### src/rtl/im_pkg.sv
// Shared types and default widths for the instruction memory and its fetch controller.
package im_pkg;

    localparam int                IM_ADDRESS_WIDTH_DEF  = 6;
    localparam int                INSTRUCTION_WIDTH_DEF = 32;
    localparam logic [31:0]       HALT_INSTR_DEF        = 32'hFFFF_FFFF;

    typedef enum logic [1:0] {
        FS_IDLE = 2'd0,
        FS_RUN  = 2'd1,
        FS_HALT = 2'd2
    } fetch_state_t;

endpackage

### src/rtl/fetch_pc_reg.sv
// Program counter register: load has priority over increment; increment wraps modulo 2**AW.
module fetch_pc_reg #(
    parameter int                         AW       = 6,
    parameter logic [AW-1:0]              RESET_PC = '0
) (
    input  logic          clk,
    input  logic          rst_n,
    input  logic          load,
    input  logic [AW-1:0] load_val,
    input  logic          inc,
    output logic [AW-1:0] pc
);

    logic [AW-1:0] pc_q;
    logic [AW-1:0] pc_d;

    always_comb begin
        pc_d = pc_q;
        if (load) begin
            pc_d = load_val;
        end else if (inc) begin
            pc_d = pc_q + 1'b1;
        end
    end

    always_ff @(posedge clk) begin
        if (!rst_n) begin
            pc_q <= RESET_PC;
        end else begin
            pc_q <= pc_d;
        end
    end

    assign pc = pc_q;

endmodule

### src/rtl/im_fetch_ctrl.sv
// Fetch sequencer: drives im_addr from the PC, captures im_q into a one-entry slot for decode.
//   state   | meaning
//   FS_IDLE | out of reset, waiting for start
//   FS_RUN  | fetching one word per free slot; branches redirect the PC
//   FS_HALT | halt word captured; waiting for start to refetch from RESET_PC
module im_fetch_ctrl
    import im_pkg::*;
#(
    parameter int                              IM_ADDRESS_WIDTH  = IM_ADDRESS_WIDTH_DEF,
    parameter int                              INSTRUCTION_WIDTH = INSTRUCTION_WIDTH_DEF,
    parameter logic [IM_ADDRESS_WIDTH-1:0]     RESET_PC          = '0,
    parameter logic [INSTRUCTION_WIDTH-1:0]    HALT_INSTR        = HALT_INSTR_DEF
) (
    input  logic                          clk,
    input  logic                          rst_n,
    input  logic                          start,
    output logic [IM_ADDRESS_WIDTH-1:0]   im_addr,
    input  logic [INSTRUCTION_WIDTH-1:0]  im_q,
    input  logic                          br_valid,
    input  logic [IM_ADDRESS_WIDTH-1:0]   br_target,
    output logic [INSTRUCTION_WIDTH-1:0]  instr,
    output logic [IM_ADDRESS_WIDTH-1:0]   instr_pc,
    output logic                          instr_valid,
    input  logic                          instr_ready,
    output logic                          halted
);

    fetch_state_t                  state_q, state_d;
    logic [INSTRUCTION_WIDTH-1:0]  instr_q, instr_d;
    logic [IM_ADDRESS_WIDTH-1:0]   instr_pc_q, instr_pc_d;
    logic                          instr_valid_q, instr_valid_d;
    logic                          halted_q, halted_d;

    logic                          pc_load;
    logic [IM_ADDRESS_WIDTH-1:0]   pc_load_val;
    logic                          pc_inc;
    logic [IM_ADDRESS_WIDTH-1:0]   pc;
    logic                          slot_free;

    fetch_pc_reg #(
        .AW       (IM_ADDRESS_WIDTH),
        .RESET_PC (RESET_PC)
    ) u_pc (
        .clk      (clk),
        .rst_n    (rst_n),
        .load     (pc_load),
        .load_val (pc_load_val),
        .inc      (pc_inc),
        .pc       (pc)
    );

    assign slot_free = !instr_valid_q || instr_ready;

    always_comb begin
        state_d       = state_q;
        instr_d       = instr_q;
        instr_pc_d    = instr_pc_q;
        instr_valid_d = instr_valid_q;
        halted_d      = halted_q;
        pc_load       = 1'b0;
        pc_load_val   = RESET_PC;
        pc_inc        = 1'b0;

        case (state_q)
            FS_RUN: begin
                // A redirect squashes the slot even when decode is stalling it.
                if (br_valid) begin
                    pc_load       = 1'b1;
                    pc_load_val   = br_target;
                    instr_valid_d = 1'b0;
                end else if (slot_free) begin
                    instr_d       = im_q;
                    instr_pc_d    = pc;
                    instr_valid_d = 1'b1;
                    if (im_q == HALT_INSTR) begin
                        halted_d = 1'b1;
                        state_d  = FS_HALT;
                    end else begin
                        pc_inc = 1'b1;
                    end
                end
            end
            default: begin
                if (start) begin
                    state_d       = FS_RUN;
                    pc_load       = 1'b1;
                    pc_load_val   = RESET_PC;
                    instr_valid_d = 1'b0;
                    halted_d      = 1'b0;
                end else if (instr_valid_q && instr_ready) begin
                    instr_valid_d = 1'b0;
                end
            end
        endcase
    end

    always_ff @(posedge clk) begin
        if (!rst_n) begin
            state_q       <= FS_IDLE;
            instr_q       <= '0;
            instr_pc_q    <= '0;
            instr_valid_q <= 1'b0;
            halted_q      <= 1'b0;
        end else begin
            state_q       <= state_d;
            instr_q       <= instr_d;
            instr_pc_q    <= instr_pc_d;
            instr_valid_q <= instr_valid_d;
            halted_q      <= halted_d;
        end
    end

    assign im_addr     = pc;
    assign instr       = instr_q;
    assign instr_pc    = instr_pc_q;
    assign instr_valid = instr_valid_q;
    assign halted      = halted_q;

endmodule

### config.mk
export PLATFORM = sky130hd
export DESIGN_NAME = im_fetch_ctrl
export DESIGN_NICKNAME = d
export VERILOG_FILES = /design/src/rtl/im_pkg.sv /design/src/rtl/fetch_pc_reg.sv /design/src/rtl/im_fetch_ctrl.sv
export SDC_FILE = /design/constraint.sdc
export NUM_CORES = 1
export LEC_CHECK = 0
export CAP_MARGIN = 0
export CORE_MARGIN = 2
export CORE_UTILIZATION = 45
export DETAILED_ROUTE_END_ITERATION = 16
export PLACE_DENSITY = 0.82
export SETUP_SLACK_MARGIN = 0.2
export SYNTH_ARGS = -nofsm -noshare
export SYNTH_HDL_FRONTEND = slang
export SYNTH_HIERARCHICAL = 1
export SYNTH_SLANG_ARGS = --single-unit
### constraint.sdc
create_clock -name clk -period 3.8 [get_ports clk]
set_input_delay 0.95 -clock clk [delete_from_list [all_inputs] [get_ports clk]]
set_output_delay 0.95 -clock clk [all_outputs]
set_load 0.01 [all_outputs]
# [Yosys cells after proc, flatten, opt, wreduce, memory -nomap -nowiden]
# Cells that the tools add are included.
# Widths: inputs -> output; s select.
[word_totals] register_bits=48 latch_bits=0 mem_bits_rw=0 romBits=0 inputBits=43 output_inout_bits=46 memories=0
[op_classes] n_addsub=1 mul=0 div=0 n_lt_le_gt_ge=0 eq_ne=6 shift=0 muxes=26 bitwise_logic=1 n_reduce_logical=9
[ops] cell="$eq 32x32->1 const B" count=1
[ops] cell="$mux 6" count=4
[ops] cell="$mux 1" count=17
[ops] cell="$mux 2" count=5
[ops] cell="$add 6x1->6 const B" count=1
[ops] cell="$ne 2x2->1 const B" count=3
[ops] cell="$reduce_and 4->1" count=1
[ops] cell="$reduce_bool 2->1" count=2
[ops] cell="$ne 3x3->1 const B" count=1
[ops] cell="$reduce_and 3->1" count=1
[ops] cell="$reduce_bool 3->1" count=1
[ops] cell="$eq 2x1->1 const B" count=1
[ops] cell="$reduce_and 2->1" count=1
[ops] cell="$logic_and 1x1->1" count=1
[ops] cell="$logic_not 1->1" count=1
[ops] cell="$logic_or 1x1->1" count=1
[ops] cell="$not 1->1" count=1

# [Depth between registers and ports, before layout]
[logic_depth] ltp_word=7 depth_mapped=8 ltp_nobuf=6

# [Hierarchy]
# Netlist, hierarchy kept.
[modules_own_cells] mod="im_fetch_ctrl" n_inst=1 cells_per_inst=219 area_per_inst_um2=2003.2 seq_area_each_um2=820.8
[modules_own_cells] mod="fetch_pc_reg" n_inst=1 cells_per_inst=35 area_per_inst_um2=312.8 seq_area_each_um2=120.1

# [Worst setup path before layout]
# OpenSTA, ideal clock, no wires.
[synth_path] path_kind="input-to-reg" startpoint="in instr_ready" endpoint="reg u_pc.pc_q[5], in the netlist u_pc/pc[5]" setup_time_ns=0.074 arrival_ns=2.291 required_ns=3.726 slack_ns=1.435 cell_stages=8 path_cell_list="and2b_1 > buf_6 > nor3_2 > a21boi_1 > buf_6 > nand3_2 > or3_1 > a31oi_1"
[synth_via] elab_chain_cells=5
[synth_lines] element="start, declared" line_no="im_fetch_ctrl.sv:24" source="input logic instr_ready,"
[synth_lines] element="$logic_or 1x1->1" line_no="im_fetch_ctrl.sv:52" source="assign slot_free = !instr_valid_q || instr_ready;"
[synth_lines] element="$mux 1" line_no="im_fetch_ctrl.sv:71" source="end else if (slot_free) begin"
[synth_lines] element="$mux 1" line_no="im_fetch_ctrl.sv:67" source="if (br_valid) begin"
[synth_lines] element="$mux 1" line_no="im_fetch_ctrl.sv:64" source="case (state_q)"
[synth_lines] element="via pc_inc" line_no="im_fetch_ctrl.sv:36" source="logic pc_inc;"
[synth_lines] element="$reduce_bool 2->1 (no line)"
[synth_lines] element="end signal, assigned" line_no="fetch_pc_reg.sv:30" source="pc_q <= pc_d;"
[synth_lines] element="end, declared" line_no="fetch_pc_reg.sv:14" source="logic [AW-1:0] pc_q;"
# The timed path passes the listed nets, and every way through them passes these cells.
# A chain may end at the register's enable or synchronous reset.

# [Final worst setup path]
# Same ends and word-level chain as after synthesis.

==> impl_results.md <==
- Status: finished clean
- Largest net degree at the start of global routing: 42
- Worst Skew: 0.00603 ns
- Max Fclk: 363 MHz
- Critical R2R Launch: state_q[1]
- Cells on worst reg2reg path: 6
- Initial antenna violation count: 0
- Die span in x: 75.7 um
- Die area: 0.00574 mm^2
- Worst Path Required: roughly 4 ns
- Clock root buffer: clkbuf_8
- Post-synthesis register bit count: 47
- CP Data Arrival Time: between 2 and 3 ns
- Final Power: 0.00102 W
- Fill cells: 447
- Relative slew slack: 0.241
- Asr flop ratio synth: 0
- Post-route ant nets: 0
- GPL Wtd Cong: 0.871
- Syn. warnings: 6
- WS Path Type: input pin to flop
- DRC viols: 0
- Synth Instances: 254
- CP Launch Type: input pin
- Min-delay src: instr[20]
- Buffers added on ports: 88
- Final period util: 0.724
- Max cap viols: 0
- Clock Latency Late Sink: 0.30 ns
- Post-synthesis sequential area ratio: 0.406
- Setup_tns: 0 ns
- Detailed Place HPWL: 4370 um
- CTS Hold Bufs: 0
- Post-CTS Resized: 0
- Max Slew Vio Count: 0
- Worst r2r dst: u_pc/pc[5]
- Initial drt markers: about 110
- Core ar.: 0.00504 mm^2
- Antenna fix cells: 0
- DRT Wirelength: 6530 um
- Wirelength per Cell: 16.5 um
- TritonCTS Sinks: 47
- Worst-path clk slew: 0.08 ns
- Critical Path Fanout Max: 6
- Peak VDD IR: 0.175 mV
- Distinct cells, synth: 37
- Total track usage: 0.233
- CTS tree: done
- Initial Util: 0.459
- Util after Layout: 0.636
- Setup violators final: 0
- Lkg Pwr: 1.07 nW
- Most used flip-flop cell after synthesis: dfxtp_1
- # rows: 26
- Tightest Pin Transition: 1.13 ns
- Area grow syn2layout: 38.4%
- DR vias: roughly 2400
- FF-to-FF setup slack: 1.77 ns
- Worst Setup End Kind: flop
- Hold/Removal Path Class: flop to flop
- RSZ-0062 raised after global routing: false
- Share of layout cells above drive strength 1: 0.0954
- Post-CTS Setup Bufs: 0
- Post-synth EDFFs: 0
- Post-synth net total: 298
- Hold EP: instr[20]
- Max Root-Sink Buffers: 2
- Mapped cell area: ~0.0023 mm^2
- Fin crit period: approximately 2.8 ns
- Vias per inst: between 5 and 6
- I/O pin cnt: 89
- First-pass iteration count of the detailed router: 4
- Total CTS buffers: 5
- Avg Cell Area, Syn: 9.12 um^2
- Hold depth: 2
- Final hold viol count: 0
- First-pass GRT wire length: ~10000 um
- P per Cell Area: 319 mW/mm^2
- Vias in the first global route: 2211
- H-tree levels: 2
- Final nets: 368
- Gr ovfl total: 0
- Die Y: 75.7 um
==> through the flow <==
stage | setup slack [ns] | instances | area (um^2) | hold WS (ns)
2_1_floorplan | 1.44 | 254 | 2320 | 0.493
3_3_place_gp | 0.820 | 387 | 3120 | 0.454
3_5_place_dp | 0.748 | 387 | 3120 | 0.463
4_1_cts | 1.05 | 395 | 3210 | 0.474
5_1_grt | 0.915 | 395 | 3210 | 0.496
6_report | 1.05 | 395 | 3210 | 0.472
==> sequential cells by signal, summed over array words and instances, names as in the netlist <==
name         count
u_pc/pc          6
instr_valid      1
instr           32
instr_pc         6
state_q          2
==> power by group <==
group          internal, W  leakage (nW)  switching, W  total (W)
Combinational    0.0000995         0.640      0.000100   0.000200
Clock             0.000129        0.0422      0.000163   0.000292
Sequential        0.000513         0.383     0.0000163   0.000529
==> synth_stat cells, drive strengths merged, types with 2 or more instances <==
library cell | number | area [um^2]
nand4 | 48 | 300
dfxtp | 47 | 941
a21oi | 40 | 200
o31ai | 38 | 335
buf | 25 | 179
o21ai | 8 | 40.0
clkbuf | 7 | 33.8
and3 | 6 | 37.5
nand2 | 4 | 15.0
inv | 3 | 11.3
nand2b | 3 | 18.8
a31oi | 2 | 12.5
and2 | 2 | 12.5
nand3 | 2 | 15.0
nor3 | 2 | 15.0
nor4 | 2 | 25.0
xnor2 | 2 | 17.5
xor2 | 2 | 17.5
==> worst max-delay path, cell delays in order <==
cell             delay (ns)
clkdlybuf4s50_1        0.47
and2b_1                0.20
nor3_2                 0.17
a21boi_1               0.53
nand3_2                0.13
or3_1                  0.36
a31oi_1                0.16
==> metal layers <==
metal | GRT usage | vias to the layer above | share of wire
li1 | - | 1131 | -
met1 | 0.299 | 1128 | 0.45
met2 | 0.405 | 82 | 0.48
met3 | 0.0384 | 9 | 0.061
met4 | 0.0604 | 0 | 0.011
met5 | 0 | - | 0
==> final cells by class <==
type | instances | area (um^2) | share of cell area
clock buffers | 7 | 76.3 | 0.0238
clock inverters | 1 | 5.00 | 0.00156
inverters | 3 | 11.3 | 0.00351
multi-input cells | 172 | 1160 | 0.361
flip-flops and latches | 47 | 941 | 0.294
well taps | 70 | 87.6 | 0.0273
repair buffers | 95 | 928 | 0.290
==> cells in the final DEF (no fill, tap or decap), drive strengths merged, types with 2 or more instances in the layout <==
| cell type | netlist | routed |
|---|---|---|
| nor3 | 2 | 2 |
| dfxtp | 47 | 47 |
| a21oi | 40 | 40 |
| xor2 | 2 | 2 |
| xnor2 | 2 | 2 |
| nand2b | 3 | 3 |
| clkbuf | 7 | 7 |
| clkdlybuf4s50 | 0 | 87 |
| o31ai | 38 | 38 |
| nand4 | 48 | 48 |
| nand3 | 2 | 2 |
| buf | 25 | 8 |
| o21ai | 8 | 8 |
| nor4 | 2 | 2 |
| a31oi | 2 | 2 |
| and3 | 6 | 6 |
| nand2 | 4 | 4 |
| and2 | 2 | 2 |
| inv | 3 | 3 |
==> worst max path at each step <==
stage | start | end | cells after the start
3_5_place_dp | instr_ready | u_pc/pc[5] | 7
4_1_cts | instr_ready | u_pc/pc[5] | 7
2_1_floorplan | instr_ready | u_pc/pc[5] | 8
3_3_place_gp | instr_ready | u_pc/pc[5] | 7
5_1_grt | instr_ready | u_pc/pc[5] | 7
6_report | instr_ready | u_pc/pc[5] | 7
==> cell families (layout without fill, tap and decap cells) <==
kind of cell,count (synthesis),count (layout),synth area share
AOI/OAI and AO/OA,92,92,0.269
xor gates and xnor gates,4,4,0.0151
adders and majority gates,1,1,0.00540
buffers and inverters,35,106,0.0967
DFF,47,47,0.406
muxes,1,1,0.00432
and+or+nand+nor,74,74,0.203
No activity file was read; power rests on OpenSTA's default activity.
